[config.mk]
export PLATFORM = sky130hd
export DESIGN_NAME = mpx_pilot_seq
export DESIGN_NICKNAME = d
export VERILOG_FILES = /design/src/rtl/mpx_pilot_seq.sv
export SDC_FILE = /design/constraint.sdc
export NUM_CORES = 1
export LEC_CHECK = 0
export CORE_MARGIN = 5
export CORE_UTILIZATION = 40
export CTS_BUF_LIST = sky130_fd_sc_hd__clkbuf_2 sky130_fd_sc_hd__clkbuf_4 sky130_fd_sc_hd__clkbuf_8
export CTS_CLUSTER_DIAMETER = 50
export DETAILED_ROUTE_END_ITERATION = 16
export GPL_ROUTABILITY_DRIVEN = 0
export PLACE_DENSITY = 0.68
export SLEW_MARGIN = 20
export SYNTH_ARGS = -nofsm -noshare
export SYNTH_HDL_FRONTEND = slang
export SYNTH_SLANG_ARGS = --single-unit
[constraint.sdc]
create_clock -name clk -period 8.94 [get_ports clk]
set_clock_uncertainty 0.05 [all_clocks]
set_input_delay 0.894 -clock clk [delete_from_list [all_inputs] [get_ports clk]]
set_output_delay 0.894 -clock clk [all_outputs]
set_load 0.02 [all_outputs]
[src/rtl/mpx_pilot_seq.sv]
// Stereo MPX pilot sequencer: streams a stored DDS config table on start, then
// soft-starts / soft-stops the pilot gain with a divided-tick linear ramp.
module mpx_pilot_seq #(
  parameter int CFG_DEPTH  = 16,
  parameter int GAIN_WIDTH = 16,
  parameter int DIV_WIDTH  = 16
) (
  input  logic                         clk,
  input  logic                         reset,
  input  logic                         i_start,
  input  logic                         i_stop,
  input  logic                         i_tbl_wr_en,
  input  logic [$clog2(CFG_DEPTH)-1:0] i_tbl_wr_addr,
  input  logic [7:0]                   i_tbl_wr_data,
  input  logic [$clog2(CFG_DEPTH):0]   i_tbl_len,
  input  logic [GAIN_WIDTH-1:0]        i_target_gain,
  input  logic [GAIN_WIDTH-1:0]        i_ramp_step,
  input  logic [DIV_WIDTH-1:0]         i_ramp_div,
  output logic [7:0]                   o_dds_cfg,
  output logic                         o_dds_cfg_ce,
  output logic [GAIN_WIDTH-1:0]        o_pilot_gain,
  output logic [2:0]                   o_state,
  output logic                         o_busy,
  output logic                         o_done
);

  localparam int AW = $clog2(CFG_DEPTH);
  localparam logic [AW:0] L_DEPTH = (AW+1)'(CFG_DEPTH);

  typedef enum logic [2:0] {
    S_IDLE      = 3'd0,
    S_LOAD      = 3'd1,
    S_RAMP_UP   = 3'd2,
    S_RUN       = 3'd3,
    S_RAMP_DOWN = 3'd4
  } state_t;

  logic [7:0]            r_tbl [CFG_DEPTH];
  state_t                r_state, w_state_nxt;
  logic [AW:0]           r_idx, w_idx_nxt;
  logic [DIV_WIDTH-1:0]  r_cnt, w_cnt_nxt, w_cnt_inc;
  logic [GAIN_WIDTH-1:0] r_gain, w_gain_nxt, w_gain_up, w_gain_dn;
  logic [GAIN_WIDTH:0]   w_sum;
  logic [7:0]            r_cfg, w_cfg_nxt;
  logic                  r_cfg_ce, w_cfg_ce_nxt;
  logic                  r_done, w_done_nxt;
  logic                  r_busy;
  logic [AW:0]           w_len;
  logic                  w_tick;
  logic                  w_start_only;

  assign w_len        = (i_tbl_len > L_DEPTH) ? L_DEPTH : i_tbl_len;
  assign w_tick       = (r_cnt == i_ramp_div);
  assign w_cnt_inc    = w_tick ? '0 : r_cnt + DIV_WIDTH'(1);
  assign w_start_only = i_start & ~i_stop;

  // One bit of headroom so gain+step can never wrap before the clamp.
  assign w_sum     = {1'b0, r_gain} + {1'b0, i_ramp_step};
  assign w_gain_up = ((i_ramp_step == '0) || (w_sum >= {1'b0, i_target_gain}))
                     ? i_target_gain : w_sum[GAIN_WIDTH-1:0];
  assign w_gain_dn = ((i_ramp_step == '0) || (r_gain <= i_ramp_step))
                     ? '0 : r_gain - i_ramp_step;

  always_comb begin
    w_state_nxt  = r_state;
    w_idx_nxt    = r_idx;
    w_cnt_nxt    = r_cnt;
    w_gain_nxt   = r_gain;
    w_cfg_nxt    = r_cfg;
    w_cfg_ce_nxt = 1'b0;
    w_done_nxt   = 1'b0;
    case (r_state)
      S_IDLE: begin
        w_gain_nxt = '0;
        if (w_start_only) begin
          if (w_len != '0) begin
            // First byte goes out on the start edge itself.
            w_state_nxt  = S_LOAD;
            w_cfg_nxt    = r_tbl[0];
            w_cfg_ce_nxt = 1'b1;
            w_idx_nxt    = (AW+1)'(1);
          end else begin
            w_state_nxt = S_RAMP_UP;
            w_cnt_nxt   = '0;
          end
        end else begin
          w_idx_nxt = '0;
        end
      end
      S_LOAD: begin
        if (i_stop) begin
          w_state_nxt = S_IDLE;
          w_idx_nxt   = '0;
        end else if (r_idx >= w_len) begin
          w_state_nxt = S_RAMP_UP;
          w_cnt_nxt   = '0;
          w_idx_nxt   = '0;
        end else begin
          w_cfg_nxt    = r_tbl[r_idx[AW-1:0]];
          w_cfg_ce_nxt = 1'b1;
          w_idx_nxt    = r_idx + (AW+1)'(1);
        end
      end
      S_RAMP_UP: begin
        if (i_stop) begin
          w_state_nxt = S_RAMP_DOWN;
          w_cnt_nxt   = '0;
        end else if (w_tick) begin
          w_gain_nxt = w_gain_up;
          w_cnt_nxt  = '0;
          if (w_gain_up == i_target_gain) begin
            w_state_nxt = S_RUN;
            w_done_nxt  = 1'b1;
          end else begin
            w_state_nxt = S_RAMP_UP;
          end
        end else begin
          w_cnt_nxt = w_cnt_inc;
        end
      end
      S_RUN: begin
        w_gain_nxt = i_target_gain;
        if (i_stop) begin
          w_state_nxt = S_RAMP_DOWN;
          w_cnt_nxt   = '0;
        end else begin
          w_state_nxt = S_RUN;
        end
      end
      S_RAMP_DOWN: begin
        if (w_start_only) begin
          w_state_nxt = S_RAMP_UP;
          w_cnt_nxt   = '0;
        end else if (w_tick) begin
          w_gain_nxt = w_gain_dn;
          w_cnt_nxt  = '0;
          if (w_gain_dn == '0) begin
            w_state_nxt = S_IDLE;
            w_done_nxt  = 1'b1;
          end else begin
            w_state_nxt = S_RAMP_DOWN;
          end
        end else begin
          w_cnt_nxt = w_cnt_inc;
        end
      end
      default: begin
        w_state_nxt = S_IDLE;
        w_gain_nxt  = '0;
        w_idx_nxt   = '0;
        w_cnt_nxt   = '0;
      end
    endcase
  end

  always_ff @(posedge clk) begin
    if (reset) begin
      r_state  <= S_IDLE;
      r_idx    <= '0;
      r_cnt    <= '0;
      r_gain   <= '0;
      r_cfg    <= 8'd0;
      r_cfg_ce <= 1'b0;
      r_done   <= 1'b0;
      r_busy   <= 1'b0;
    end else begin
      r_state  <= w_state_nxt;
      r_idx    <= w_idx_nxt;
      r_cnt    <= w_cnt_nxt;
      r_gain   <= w_gain_nxt;
      r_cfg    <= w_cfg_nxt;
      r_cfg_ce <= w_cfg_ce_nxt;
      r_done   <= w_done_nxt;
      r_busy   <= (w_state_nxt != S_IDLE);
    end
  end

  // Table is only writable while idle so a running load sees a stable image.
  always_ff @(posedge clk) begin
    if (reset) begin
      for (int i = 0; i < CFG_DEPTH; i++) begin
        r_tbl[i] <= 8'd0;
      end
    end else if (i_tbl_wr_en && (r_state == S_IDLE)) begin
      r_tbl[i_tbl_wr_addr] <= i_tbl_wr_data;
    end
  end

  assign o_dds_cfg    = r_cfg;
  assign o_dds_cfg_ce = r_cfg_ce;
  assign o_pilot_gain = r_gain;
  assign o_state      = r_state;
  assign o_busy       = r_busy;
  assign o_done       = r_done;

endmodule

==> run_results.csv <==
group,metric,value,unit
outcome,outcome,"completed",
run,cap_violations,0,
timing,fin_ws,3.18,ns
floorplanning,die_area,31900,µm²
cts,cts_buffer_depth,2,
place,dp_hpwl,22.0,mm
routing,vias_per_cell,5.52,
timing,finalHoldViolations,0,
worst_setup_path,cp_max_fo,17,
grt,grt_overflow,0,
synthesis,synth_nets,1188,
grt,grt_start_max_net_pins,36,
worst_setup_path,arrival,6.03,ns
timing,hold_slack,0.456,ns
synthesis,yosys_warnings,0,
cts,cts-root-buf,"clkbuf_8",
layout,nFillCells,2616,
place,dp_cells,1495,
worst_setup_path,cp_top_family,"compound AO/OA/AOI/OAI gates",
worst_setup_path,crit_buf_inv,4,
synthesis,synth.area.top_cells,"edfxtp_1, dfxtp_1, mux4_2",
routing,vias,8434,
floorplanning,fp.dieW,179,µm
synthesis,yosys.area.top_type,"edfxtp_1",
grt,grt_pass1_vias,8240,
synthesis,yosysTopAreaCellShare,33.8,%
cts,cts_sinks,183,
layout,final_cell_area,13000,µm²
cts,worstSkewPairLatency,0.48,ns
timing,tightest_slew,1.13,ns
synthesis,yosysSeqAreaShare,43.4,%
place,io_buffers,99,
layout,area_delta_synth_final,14.5,%
layout,nets,1263,
place,placed_area,12700,µm²
layout,diodes,0,
timing,rsz0062_at_grt,"no",
cts,cts_setup_buffers,0,
power_and_ir_drop,p_leak,0.00485,µW
routing,routed_wl,29.6,mm
cts,hold_buffers,0,
worst_setup_path,max_stage_delay,0.51,ns
timing,finalSetupTns,0,ns
floorplanning,start_util,40.8,%
grt,grt_pass1_wl,45.8,mm
timing,drv_slew,0,
worst_setup_path,slowest_stage,"ha_1",
worst_setup_path,cp.required,9.20,ns
power_and_ir_drop,ir_worst_vdd,0.109,mV
synthesis,synth_cells,1061,
floorplanning,core,27900,µm²
worst_setup_path,end_kind,"flip-flop",
grt,grt_use_total,18.5,%
timing,setup_violations,0,
layout,drive_above_1_share,9.92,%
routing,wire_per_inst,19.4,µm
timing,finalCritPeriodShare,64.5,%
floorplanning,io_pins,100,
synthesis,synth_edf_count,128,
grt,antenna_found_initial,0,
floorplanning,die_h,179,µm
synthesis,yosys_most_used_dff,"edfxtp_1",
routing,drt_first_iter_violations,643,
routing,route.detailed.drc,0,
cts,cts-resized-gates,0,
cts,cts_tree,"yes",
min_path,min_path_type,"flip-flop to flip-flop",
synthesis,yosysUniqueCellTypes,76,
timing,slew_headroom,24.5,%
routing,drtAntennaViolNets,0,
power_and_ir_drop,power.density,130,nW/µm²
synthesis,netlist_area,11400,µm²
place,pre_cts_ws,2.77,ns
routing,drt_pass1_iterations,5,
layout,seq_area,4950,µm²
cts,htreeDepth,4,
worst_setup_path,critPathLaunchType,"input port",
layout,multi_input_area,5990,µm²
synthesis,ys_ff_latch,183,
layout,fin_cells,1527,
cts,clk_pin_slew,0.09,ns
timing,max_freq,0.174,GHz
worst_setup_path,critPathKind,"input port to flip-flop",
worst_setup_path,path_cells,"clkdlybuf4s50_1 > inv_1 > ha_1 > nor2_1 > o311ai_2 > a21oi_1 > a31o_2 > a21bo_2 > xor2_1 > inv_1 > ha_1 > a21o_1 > a2111oi_0 > nand3_1 > nor4_4 > buf_4 > mux2_2 > a222oi_1 > a211oi_1",
synthesis,avgSynthCellArea,10.7,µm²
synthesis,synth-async-reset-ratio,0,%
cts,cts_made_buffers,17,
timing,period_needed,5.76,ns
floorplanning,rows,61,
[Yosys cell counts, types with 3 or more instances]
master,count
buf_2,8
o2111ai_1,4
nand2b_1,14
and2_1,130
a31oi_1,7
a222oi_1,3
nor3_1,17
dfxtp_1,55
buf_4,3
or4_1,6
a21o_1,13
nor2b_1,13
nor2_1,73
o21ai_0,38
inv_1,50
nor4_1,19
o31ai_1,9
nand3_1,11
o221a_2,4
a22oi_1,7
o211ai_1,9
nor3b_1,4
a21oi_1,40
edfxtp_1,128
xor2_1,29
mux2_2,3
o21a_1,5
mux4_2,40
a31o_2,3
ha_1,55
nor4b_1,5
mux2i_1,16
clkbuf_1,37
o22ai_1,4
nand2_1,48
xnor2_1,43
buf_1,6
o21bai_1,4
a221oi_1,8
or2_2,7
a211oi_1,21
nand4_1,17
or3_1,3
[final timing paths]
path	to	slack (ns)	cells after the start	start
max	o_pilot_gain[5]	3.18	19	i_ramp_step[2]
min	o_dds_cfg[1]	0.46	2	o_dds_cfg[1]
max reg2reg	o_pilot_gain[5]	3.77	17	o_pilot_gain[2]
min reg2reg	o_dds_cfg[1]	0.46	2	o_dds_cfg[1]
[per-stage QoR]
step,util [%],power (µW)
2_1_floorplan,-,1110
3_3_place_gp,45.5,1210
3_5_place_dp,45.5,1210
4_1_cts,46.7,1710
5_1_grt,46.7,1770
6_report,46.7,1700
[where the power goes]
group / total (µW) / internal, µW / switching [µW] / leakage (µW)
combinational: 254 / 111 / 143 / 0.00287
clock: 504 / 206 / 299 / 0.000191
sequential: 943 / 931 / 11.6 / 0.00178
total: 1700 / 1250 / 453 / 0.00485
[cell usage in the layout, fill, tap and decap left out, drive strengths merged, types with 5 or more instances in the layout]
cell type / instances
and2: 130
edfxtp: 128
clkdlybuf4s50: 99
nor2: 73
inv: 57
ha: 55
dfxtp: 55
nand2: 48
xnor2: 43
a21oi: 40
mux4: 40
o21ai: 40
xor2: 29
a211oi: 21
nor4: 20
clkbuf: 20
nor3: 17
nand4: 17
mux2i: 16
nand2b: 14
buf: 14
nor2b: 13
a21o: 13
nand3: 11
o31ai: 9
o211ai: 9
a221oi: 9
a31oi: 7
or2: 7
a22oi: 7
or4: 7
clkinv: 7
o21a: 5
nor4b: 5
[sequential cells by signal, indices dropped and copies added, names as in the netlist, named ones only]
register      cells
r_cnt            16
o_dds_cfg_ce      1
o_busy            1
o_state           3
r_idx             5
o_done            1
o_pilot_gain     16
r_tbl           128
o_dds_cfg         8
[cell type report]
cell class / count / share of cell area (%)
clock buffer: 20 / 2.02
clock inverter: 12 / 0.585
inverter: 52 / 1.50
multi-input combinational: 769 / 45.9
sequential: 183 / 37.9
tap: 378 / 3.63
timing repair buffer: 113 / 8.41
[tightest hold or removal path: stages, from the launching register on]
cell      delay, ns
dfxtp_1        0.32
nor2_1         0.09
a211oi_1       0.05
[cell families after synthesis]
kind of cell,share of synthesized area (%)
flip-flops,43.4
adder cells (fa/ha/maj),6.40
AO/OA/AOI/OAI,12.4
AND/OR/NAND/NOR,18.2
XOR/XNOR,5.74
multiplexers,9.75
buffers and inverters,4.00
[layer usage]
| layer | vias to the layer above | share of wire (%) | GRT usage (%) |
|---|---|---|---|
| met4 | 0 | 1.8 | 4.38 |
| li1 | 4060 | - | - |
| met5 | - | 0 | 0 |
| met2 | 279 | 48 | 31.5 |
| met1 | 4058 | 44 | 24.8 |
| met3 | 37 | 6.3 | 3.06 |
(Power assumes the default switching activity.)
